`config.mk`:
```
export PLATFORM = sky130hd
export DESIGN_NAME = nibble_alu_sequencer_flat
export DESIGN_NICKNAME = d
export VERILOG_FILES = /design/src/rtl/nibble_alu_sequencer_if.sv /design/src/rtl/nibble_alu_sequencer.sv /design/src/flat_wrapper.sv
export SDC_FILE = /design/constraint.sdc
export NUM_CORES = 1
export LEC_CHECK = 0
export ABC_AREA = 1
export BUFFER_PORTS_ARGS = -buffer_cell sky130_fd_sc_hd__buf_4
export CAP_MARGIN = 5
export CORE_MARGIN = 8
export CORE_UTILIZATION = 49
export CTS_CLUSTER_SIZE = 28
export DETAILED_ROUTE_END_ITERATION = 12
export GPL_TIMING_DRIVEN = 0
export PLACE_DENSITY_LB_ADDON = 0.12
export SETUP_SLACK_MARGIN = 0.02
export SLEW_MARGIN = 10
export SYNTH_ARGS = -nofsm -noshare
export SYNTH_HDL_FRONTEND = slang
export SYNTH_SLANG_ARGS = --single-unit
export TNS_END_PERCENT = 1
```
`constraint.sdc`:
```
create_clock -name clk -period 1.4 [get_ports clk]
set_input_delay 0.21 -clock clk [delete_from_list [all_inputs] [get_ports clk]]
set_output_delay 0.21 -clock clk [all_outputs]
set_load 0.1 [all_outputs]
```
`src/rtl/nibble_alu_sequencer_if.sv`:
```
// Shared 4-bit adder bus: the sequencer (master) drives operand nibbles and
// carry-in, and the external 283-style adder (slave) returns sum and carry-out.
interface nibble_alu_sequencer_if;
    logic [3:0] adder_a;
    logic [3:0] adder_b;
    logic       adder_c0;
    logic [3:0] adder_s;
    logic       adder_c4;

    modport master (output adder_a, adder_b, adder_c0, input adder_s, adder_c4);
    modport slave  (input adder_a, adder_b, adder_c0, output adder_s, adder_c4);
endinterface

```
`src/rtl/nibble_alu_sequencer.sv`:
```
// Runs ADD/SUB/NEG/PASS over a WORD_WIDTH word through one external 4-bit adder,
// LS nibble first. Define NIBBLE_ALU_FLAGS_EN to add zero_flag/neg_flag outputs.
module nibble_alu_sequencer #(
    parameter int WORD_WIDTH    = 32,
    parameter int SETTLE_CYCLES = 2
) (
    input  logic                  clk,
    input  logic                  reset_n,
    input  logic                  start,
    input  logic [1:0]            op,
    input  logic [WORD_WIDTH-1:0] operand_a,
    input  logic [WORD_WIDTH-1:0] operand_b,
    output logic                  busy,
    output logic                  done,
    output logic [WORD_WIDTH-1:0] result,
    output logic                  carry_out,
`ifdef NIBBLE_ALU_FLAGS_EN
    output logic                  zero_flag,
    output logic                  neg_flag,
`endif
    nibble_alu_sequencer_if.master adder
);

    localparam int NIBBLES = WORD_WIDTH / 4;
    localparam int IDX_W   = (NIBBLES > 1) ? $clog2(NIBBLES) : 1;
    localparam int CNT_W   = (SETTLE_CYCLES > 1) ? $clog2(SETTLE_CYCLES) : 1;

    typedef enum logic [1:0] {IDLE, RUN, DONE} state_t;
    typedef logic [NIBBLES-1:0][3:0] word_t;

    state_t           state;
    logic [IDX_W-1:0] nib;
    logic [CNT_W-1:0] cnt;
    word_t            a_q;
    word_t            b_q;
    word_t            res_q;
    word_t            res_next;
    logic             carry_q;
    logic             last_nib;
    logic             settle_end;

    assign last_nib   = (nib == IDX_W'(NIBBLES - 1));
    assign settle_end = (cnt == CNT_W'(SETTLE_CYCLES - 1));
    assign result     = res_q;

    // Result as it will look after this nibble's capture; used for the flags.
    always_comb begin
        res_next      = res_q;
        res_next[nib] = adder.adder_s;
    end

    always_comb begin
        adder.adder_a  = '0;
        adder.adder_b  = '0;
        adder.adder_c0 = 1'b0;
        if (state == RUN) begin
            adder.adder_a  = a_q[nib];
            adder.adder_b  = b_q[nib];
            adder.adder_c0 = carry_q;
        end
    end

    always_ff @(posedge clk or negedge reset_n) begin
        if (!reset_n) begin
            state     <= IDLE;
            nib       <= '0;
            cnt       <= '0;
            a_q       <= '0;
            b_q       <= '0;
            res_q     <= '0;
            carry_q   <= 1'b0;
            busy      <= 1'b0;
            done      <= 1'b0;
            carry_out <= 1'b0;
`ifdef NIBBLE_ALU_FLAGS_EN
            zero_flag <= 1'b0;
            neg_flag  <= 1'b0;
`endif
        end else begin
            case (state)
                IDLE: begin
                    if (start) begin
                        state     <= RUN;
                        busy      <= 1'b1;
                        nib       <= '0;
                        cnt       <= '0;
                        res_q     <= '0;
                        carry_out <= 1'b0;
`ifdef NIBBLE_ALU_FLAGS_EN
                        zero_flag <= 1'b0;
                        neg_flag  <= 1'b0;
`endif
                        // Subtraction and negation are A + ~B + 1 with carry-in set.
                        case (op)
                            2'd0: begin a_q <= operand_a; b_q <= operand_b;  carry_q <= 1'b0; end
                            2'd1: begin a_q <= operand_a; b_q <= ~operand_b; carry_q <= 1'b1; end
                            2'd2: begin a_q <= '0;        b_q <= ~operand_b; carry_q <= 1'b1; end
                            default: begin a_q <= '0;     b_q <= operand_b;  carry_q <= 1'b0; end
                        endcase
                    end
                end
                RUN: begin
                    cnt <= cnt + 1'b1;
                    if (settle_end) begin
                        res_q   <= res_next;
                        carry_q <= adder.adder_c4;
                        cnt     <= '0;
                        nib     <= nib + 1'b1;
                        if (last_nib) begin
                            nib       <= '0;
                            carry_out <= adder.adder_c4;
                            state     <= DONE;
                            busy      <= 1'b0;
                            done      <= 1'b1;
`ifdef NIBBLE_ALU_FLAGS_EN
                            zero_flag <= (res_next == '0);
                            neg_flag  <= res_next[NIBBLES-1][3];
`endif
                        end
                    end
                end
                DONE: begin
                    done  <= 1'b0;
                    state <= IDLE;
                end
                default: state <= IDLE;
            endcase
        end
    end

endmodule

```
`src/flat_wrapper.sv`:
```
// flat-port wrapper written by rule: the top's interface ports become plain ports
module nibble_alu_sequencer_flat 
#(
    parameter int WORD_WIDTH    = 32,
    parameter int SETTLE_CYCLES = 2
)
  (clk, reset_n, start, op, operand_a, operand_b, busy, done, result, carry_out, adder_adder_a, adder_adder_b, adder_adder_c0, adder_adder_s, adder_adder_c4);
  nibble_alu_sequencer_if adder_i ();
  input  logic clk;
  input  logic reset_n;
  input  logic start;
  input  logic [1:0] op;
  input  logic [WORD_WIDTH-1:0] operand_a;
  input  logic [WORD_WIDTH-1:0] operand_b;
  output logic busy;
  output logic done;
  output logic [WORD_WIDTH-1:0] result;
  output logic carry_out;
  output wire logic [$bits(adder_i.adder_a)-1:0] adder_adder_a;
  output wire logic [$bits(adder_i.adder_b)-1:0] adder_adder_b;
  output wire logic [$bits(adder_i.adder_c0)-1:0] adder_adder_c0;
  input wire logic [$bits(adder_i.adder_s)-1:0] adder_adder_s;
  input wire logic [$bits(adder_i.adder_c4)-1:0] adder_adder_c4;
  assign adder_adder_a = adder_i.adder_a;
  assign adder_adder_b = adder_i.adder_b;
  assign adder_adder_c0 = adder_i.adder_c0;
  assign adder_i.adder_s = adder_adder_s;
  assign adder_i.adder_c4 = adder_adder_c4;
  nibble_alu_sequencer #(.WORD_WIDTH(WORD_WIDTH), .SETTLE_CYCLES(SETTLE_CYCLES)) u_core (.clk(clk), .reset_n(reset_n), .start(start), .op(op), .operand_a(operand_a), .operand_b(operand_b), .busy(busy), .done(done), .result(result), .carry_out(carry_out), .adder(adder_i));
endmodule
```
==> impl_results.md, run 1 <==
* Avg WL per Cell at 15.4 um
* Core Box Area at 10,300 um2
* Post-Layout Cell Count at 945
* Setup crit start kind: register
* Maximum vdd drop at 1.47 mV
* Clk buf depth at 2
* FF+latch area at 2650 um2
* Final Skew at 0.00963 ns
* Final ANT Viol Nets at 0
* Placed cell areas at 6420 um2
* GRT Util Overall at 0.206
* Fin area at 7040 um2
* Chip width at 119 um
* HP Class: primary input to register
* HPWL after DPL at ~11,000 um
* Slew Limit Headroom at 0.577
* Starting Density at 0.503
* I/O Buffers at 117
* Worst-path clk slew at 0.09 ns
* Final nets at 884
* Count of different cell masters after synthesis at 22
* Total Wirelength at approximately 15,000 um
* Register area share after synthesis at 0.511
* Initial antenna violation count at 0
* First-pass GRT wire length at 23,900 um
* Yosys warns at 0
* Drt pass-1 iters at 5
* Vias in the first global route at a little under 5,000
* H-tree depth at 3
* Comb power frac at 0.582
* TritonCTS clock tree: built
* Failing checks: setup timing
* Run status: finished with violations
* Crit path kind: register to output port
* Final setup fails at 77
* Worst hold slack at 0.0958 ns
* Routed via count at 4,814
* I/O pin count at 118
* Synth top area share at 0.511
* # rows at 37
* Crit path time final at ~2.2 ns
* Switching power at 8030 uW
* Synth top area cells: dfrtp_1, nand2_1, o21ai_0
* Mapped Nets at ~740
* Yosys top cell by area: dfrtp_1
* Synthesized instance count at 665
* Total CTS buffers at 9
* Cell area after synthesis at 5190 um2
* Worst Max-Slew Pin Slew at 0.634 ns
* Pwr Density at 2280 nW/um2
* Clock power frac at 0.108
* Fillers at slightly below 900
* Pins Over Slew Limit at 0
* Clk sinks at 106
* Number of failing hold endpoints at the final stage at 0
* Die area at 14,200 um2
* Die H at 119 um
* Synthesized area per cell at 7.81 um2
* 1st-iter DRT viols at 300
* Fmax at 464 MHz
* Leakage at about 0.0035 uW
* Multi-input gate area at 2470 um2
* Number of max-cap violations at 0
* Fin worst setup slack at -0.753 ns
* Place WS at -0.633 ns
* Unrepaired setup endpoints after global routing: yes
* Pint at 8000 uW
* CP required at 1.19 ns
* Most frequent cells in the layout: nand2_1, buf_4, dfrtp_1
* Sw Share at 0.501
* Worst-skew pair later-pin latency at 0.36 ns
* Max FO, Critical Path at 6
* Clock root buffer: clkbuf_8
* Area Growth Syn to Fin at 35.5%
* Critical path arrival at 1.94 ns
* Tot Pwr at 16,000 uW
* Leading cell type in the layout, fill and taps excluded: nand2_1
* Via-per-instance ratio at 5.09
* Flop pwr share at 0.310
* Share of cells above drive strength 1 at 0.283
* Largest net degree at the start of global routing at 60
* Worst Setup End Kind: output port
* Synthesized flop and latch total at between 100 and 150
* ANT cells at 0
* Placed cells at 919
* GP Congestion at between 0.8 and 0.9
* GR Overflow Total at 0
* Tcrit/Tclk final at 1.54
* # DRC at 0
==> timing repair <==
item	in CTS	in global routing
hold buffers	1	0
hold endpoints to repair	47	0
buffers inserted	5	1
pin swaps	9	11
endpoints found under the setup margin	113	113
gates cloned	2	2
gates resized for setup	73	24
==> path summary, 6_finish.rpt <==
kind                                   startpoint                end  slack (ns)  cells after the start
worst max register to register    u_core.state[0]  u_core.result[27]       -0.23                      7
worst max-delay path                u_core.nib[0]   adder_adder_a[3]       -0.75                     11
worst min-delay path                 operand_a[5]      u_core.a_q[5]         0.1                      3
worst min register to register  u_core.result[15]  u_core.result[15]        0.48                      2
min in group asynchronous                 reset_n  u_core.result[16]        0.40                      2
max in group asynchronous                 reset_n     u_core.b_q[10]        0.28                      3
==> per-stage QoR <==
stage | setup TNS [ns] | util
2_1_floorplan | -3.73 | -
3_3_place_gp | -27.75 | 0.620
3_5_place_dp | -30.63 | 0.622
4_1_cts | -12.64 | 0.672
5_1_grt | -22.74 | 0.682
6_report | -13.43 | 0.682
==> flip-flops by register name (all words and copies together), names as in the netlist, 2 cells and up <==
| register | count |
|---|---|
| u_core.state | 2 |
| u_core.result | 32 |
| u_core.a_q | 32 |
| u_core.b_q | 32 |
| u_core.nib | 3 |
==> synthesized netlist by cell type <==
master,n
nand2_1,302
clkinv_1,2
dfrtp_1,106
nand3_1,10
nor3_2,1
or2_2,1
buf_4,2
buf_1,3
xnor2_1,32
nand4_1,7
nand2_2,1
ha_1,5
o21ai_4,1
o21ai_1,5
a21oi_1,8
clkbuf_1,16
o21ai_2,1
buf_2,19
nor2_1,13
o21ai_0,104
nor3_1,2
inv_1,24
==> metal layers <==
metal	track usage	wire length, um	up-vias
met3	0.0387	698	15
li1	-	-	2376
met1	0.250	6190	2282
met2	0.363	7490	141
met5	0	0	-
met4	0.0688	215	0
==> cell families after synthesis <==
kind of cell    count (synthesis)  share of synthesized area
simple gates                  337                      0.252
compound gates                119                      0.118
flops                         106                      0.511
buf+inv                        66                     0.0537
xor+xnor                       32                     0.0540
fa+ha+maj                       5                     0.0120
==> worst max-delay path, cell delays in order (launching register included) <==
cell	delay, ns
dfrtp_1	0.40
buf_6	0.14
inv_6	0.07
buf_12	0.14
buf_8	0.12
nand2_2	0.05
nand2_2	0.05
nand2_1	0.05
nand2_1	0.08
nand2_2	0.07
a21oi_4	0.20
buf_12	0.20
==> cell type report <==
type,count,area share
Tap cell,136,0.0242
Clock inverter,2,0.00178
Clock buffer,13,0.0226
Buffer,40,0.0411
Multi-Input combinational cell,493,0.351
Timing Repair Buffer,129,0.167
Inverter,26,0.0149
Sequential cell,106,0.377
==> power by group through the flow <==
stage               Combinational (uW)  Clock (uW)  Sequential [uW]
finish                            9330        1730             4970
global route                     10000        1870             5110
CTS                               9070        1750             4940
detailed placement                8110           0             4990
global placement                  7940           0             4930
floorplan                         4630           0             6380
No activity file was read; power rests on OpenSTA's default activity.
==> run 2: changes to the inputs <==
--- a/config.mk
+++ b/config.mk
@@ -8,8 +8,11 @@
 export ABC_AREA = 1
 export BUFFER_PORTS_ARGS = -buffer_cell sky130_fd_sc_hd__buf_4
 export CAP_MARGIN = 5
+export CELL_PAD_IN_SITES_DETAIL_PLACEMENT = 1
+export CELL_PAD_IN_SITES_GLOBAL_PLACEMENT = 1
+export CORE_ASPECT_RATIO = 0.8
 export CORE_MARGIN = 8
-export CORE_UTILIZATION = 49
+export CORE_UTILIZATION = 35
 export CTS_CLUSTER_SIZE = 28
 export DETAILED_ROUTE_END_ITERATION = 12
 export GPL_TIMING_DRIVEN = 0
==> run 2 against run 1 <==
The flow finishes with violations (hold timing, setup timing). Largest cell class unchanged. Critical path type unchanged. First-iteration DRC count is 36% lower. Non-clock buffer count is 2 lower. Global-route usage fell by 2.6 points.
==> impl_results.md, run 2 (synthesis gave the netlist of run 1 again) <==
* Slew Limit Headroom at 0.344 (was 0.577)
* Pint at 8600 uW (was 8000 uW)
* Placed cells at 966 (was 919)
* Crit-path leading delay family: buffers and inverters (unchanged)
* Slowest cell on crit path: dfrtp_1 (unchanged)
* Max FO, Critical Path at 7 (was 6)
* Fmax at 471 MHz (was 464 MHz)
* Share of cells above drive strength 1 at 0.283 (about the same)
* Critical path arrival at 1.91 ns (was 1.94 ns)
* WP buf/inv at 5 (unchanged)
* HP Class: primary input to async pin (was primary input to register)
* Hold-fix buffers at CTS at 0 (was 1)
* Final nets at 882 (was 884)
* Fillers at 1,734 (was 871)
* Final Skew at 0.00552 ns (was 0.00963 ns)
* Run status: finished with violations (unchanged)
* Worst Setup SP: u_core.nib[0] (unchanged)
* GRT Util Overall at 0.181 (was 0.206)
* I/O Buffers at 117 (unchanged)
* Initial antenna violation count at 0 (unchanged)
* Comb power frac at 0.561 (was 0.582)
* Worst Max-Slew Pin Slew at 0.983 ns (was 0.634 ns)
* ANT cells at 0 (unchanged)
* Avg WL per Cell at 17.5 um (was 15.4 um)
* Fin worst setup slack at -0.721 ns (was -0.753 ns)
* Tcrit/Tclk final at 1.51 (was 1.54)
* Leading cell type in the layout, fill and taps excluded: nand2_1 (unchanged)
* Drt pass-1 iters at 4 (was 5)
* Area Growth Syn to Fin at 38.3% (was 35.5%)
* Worst-path clk slew at 0.07 ns (was 0.09 ns)
* First-pass GRT wire length at 27,900 um (was 23,900 um)
* Final ANT Viol Nets at 0 (unchanged)
* Crit path kind: register to output port (unchanged)
* Reg2Reg Launch Point: u_core.nib[0] (was u_core.state[0])
* Setup crit start kind: register (unchanged)
* Total CTS buffers at 9 (unchanged)
* Clock root buffer: clkbuf_16 (was clkbuf_8)
* Worst hold slack at -0.00915 ns (was 0.0958 ns)
* Clk buf depth at 2 (unchanged)
* # rows at 39 (was 37)
* TritonCTS clock tree: built (unchanged)
* GP Congestion at 0.784 (was 0.843)
* CP required at 1.19 ns (about the same)
* Crit path time final at 2.12 ns (was 2.15 ns)
* Number of failing hold endpoints at the final stage at 5 (was 0)
* Most frequent cells in the layout: nand2_1, buf_4, dfrtp_1 (unchanged)
* I/O pin count at 118 (unchanged)
* Chip width at 152 um (was 119 um)
* Place WS at -0.716 ns (was -0.633 ns)
* Vias in the first global route at 5,168 (was 4,930)
* 1st-iter DRT viols at 193 (was 300)
* Clock power frac at 0.147 (was 0.108)
* Pins Over Slew Limit at 0 (unchanged)
* Routed via count at 4,879 (was 4,814)
* Failing checks: hold timing, setup timing (was setup timing)
* # DRC at 0 (unchanged)
* H-tree depth at 3 (unchanged)
* Pwr Density at 2380 nW/um2 (was 2280 nW/um2)
* Die area at 19,000 um2 (was 14,200 um2)
* Final setup fails at 65 (was 77)
* Total Wirelength at 17,400 um (was 14,600 um)
* Sw Share at 0.496 (was 0.501)
* Starting Density at 0.361 (was 0.503)
* Number of max-cap violations at 0 (unchanged)
* Switching power at 8470 uW (was 8030 uW)
* Largest net degree at the start of global routing at 107 (was 60)
* Via-per-instance ratio at 4.92 (was 5.09)
* Flop pwr share at 0.292 (was 0.310)
* Maximum vdd drop at 1.16 mV (was 1.47 mV)
* Largest stage delay on the critical path at 0.39 ns (was 0.40 ns)
* Leakage at 0.00353 uW (was 0.00349 uW)
* HPWL after DPL at 12,800 um (was 10,600 um)
* GR Overflow Total at 0 (unchanged)
* Worst-skew pair later-pin latency at 0.35 ns (was 0.36 ns)
* Core Box Area at 14,400 um2 (was 10,300 um2)
* CP Cell Sequence: buf_6, inv_4, buf_12, buf_12, nand2_2, nand2_2, nand2_1, nand2_1, nand2_2, a21oi_4, buf_12 (was buf_6, inv_6, buf_12, buf_8, nand2_2, nand2_2, nand2_1, nand2_1, nand2_2, a21oi_4, buf_12)
* Clk sinks at 106 (unchanged)
* Die H at 125 um (was 119 um)
* Post-Layout Cell Count at 992 (was 945)
* Unrepaired setup endpoints after global routing: yes (unchanged)
* Worst Setup End Kind: output port (unchanged)
[run 2: cell types whose count changed in the layout (fill, tap and decap cells not counted), sizes merged]
cell	delta
clkbuf	-1
clkinv	-1
clkinvlp	+1
dlygate4sd3	-1
inv	+1
[run 2: layer usage]
| layer | up-vias | track usage | part of all wire |
|---|---|---|---|
| met3 | 15 | 0.0389 | 0.043 |
| li1 | 2380 | - | - |
| met2 | 101 | 0.285 | 0.45 |
| met5 | - | 0 | 0 |
| met4 | 0 | 0.0416 | 0.011 |
| met1 | 2383 | 0.250 | 0.49 |
[run 2: through the flow]
stage	hold slack [ns]	total power, uW	setup TNS [ns]	util	cell area (um2)
6_report	-0.00915	17100	-13.03	0.499	7180
3_5_place_dp	0.415	13400	-36.95	0.449	6460
4_1_cts	0.0380	16800	-14.52	0.490	7050
5_1_grt	0.0771	18100	-22.98	0.499	7180
3_3_place_gp	0.465	13100	-35.70	0.449	6460
2_1_floorplan	-0.0856	11000	-3.73	-	5350
[run 2: timing repair]
item                       in CTS  in global routing
pin swaps                       6                 16
gates cloned                    1                  1
setup endpoints to repair     114                114
gates resized for setup        72                 36
setup buffers                   6                  2
[run 2: worst reg2reg max path: stages, from the launching register on]
cell,delay (ns)
dfrtp_1,0.36
buf_6,0.13
inv_4,0.04
buf_12,0.14
buf_4,0.15
buf_4,0.14
nand3_1,0.07
inv_1,0.10
o21ai_2,0.26
o21ai_0,0.13
[run 2: path summary, 6_finish.rpt]
check                      cells past startpoint                end  slack (ns)
max                                           11   adder_adder_a[1]       -0.72
min                                            1      u_core.a_q[8]      -0.009
max reg2reg                                    9  u_core.result[24]       -0.25
min reg2reg                                    2      u_core.a_q[7]        0.48
max in group asynchronous                      1  u_core.result[29]        0.76
min in group clk                               3      u_core.a_q[8]        0.11
[run 2: power by group through the flow]
stage	Clock (uW)	Combinational, uW	Sequential, uW
4_1_cts	2580	9290	4950
5_1_grt	2670	10400	5120
3_5_place_dp	0	8410	4990
6_report	2510	9580	4980
3_3_place_gp	0	8180	4940
2_1_floorplan	0	4630	6380
[run 2: layout make-up]
| cell class | count | area [um2] | share of cell area |
|---|---|---|---|
| timing repair buffer | 127 | 1110 | 0.154 |
| clock inverter | 3 | 21.3 | 0.00296 |
| clock buffer | 13 | 270 | 0.0376 |
| inverter | 26 | 105 | 0.0146 |
| tap | 184 | 230 | 0.0321 |
| multi-input combinational | 493 | 2480 | 0.346 |
| sequential | 106 | 2650 | 0.369 |
| buffer | 40 | 310 | 0.0432 |
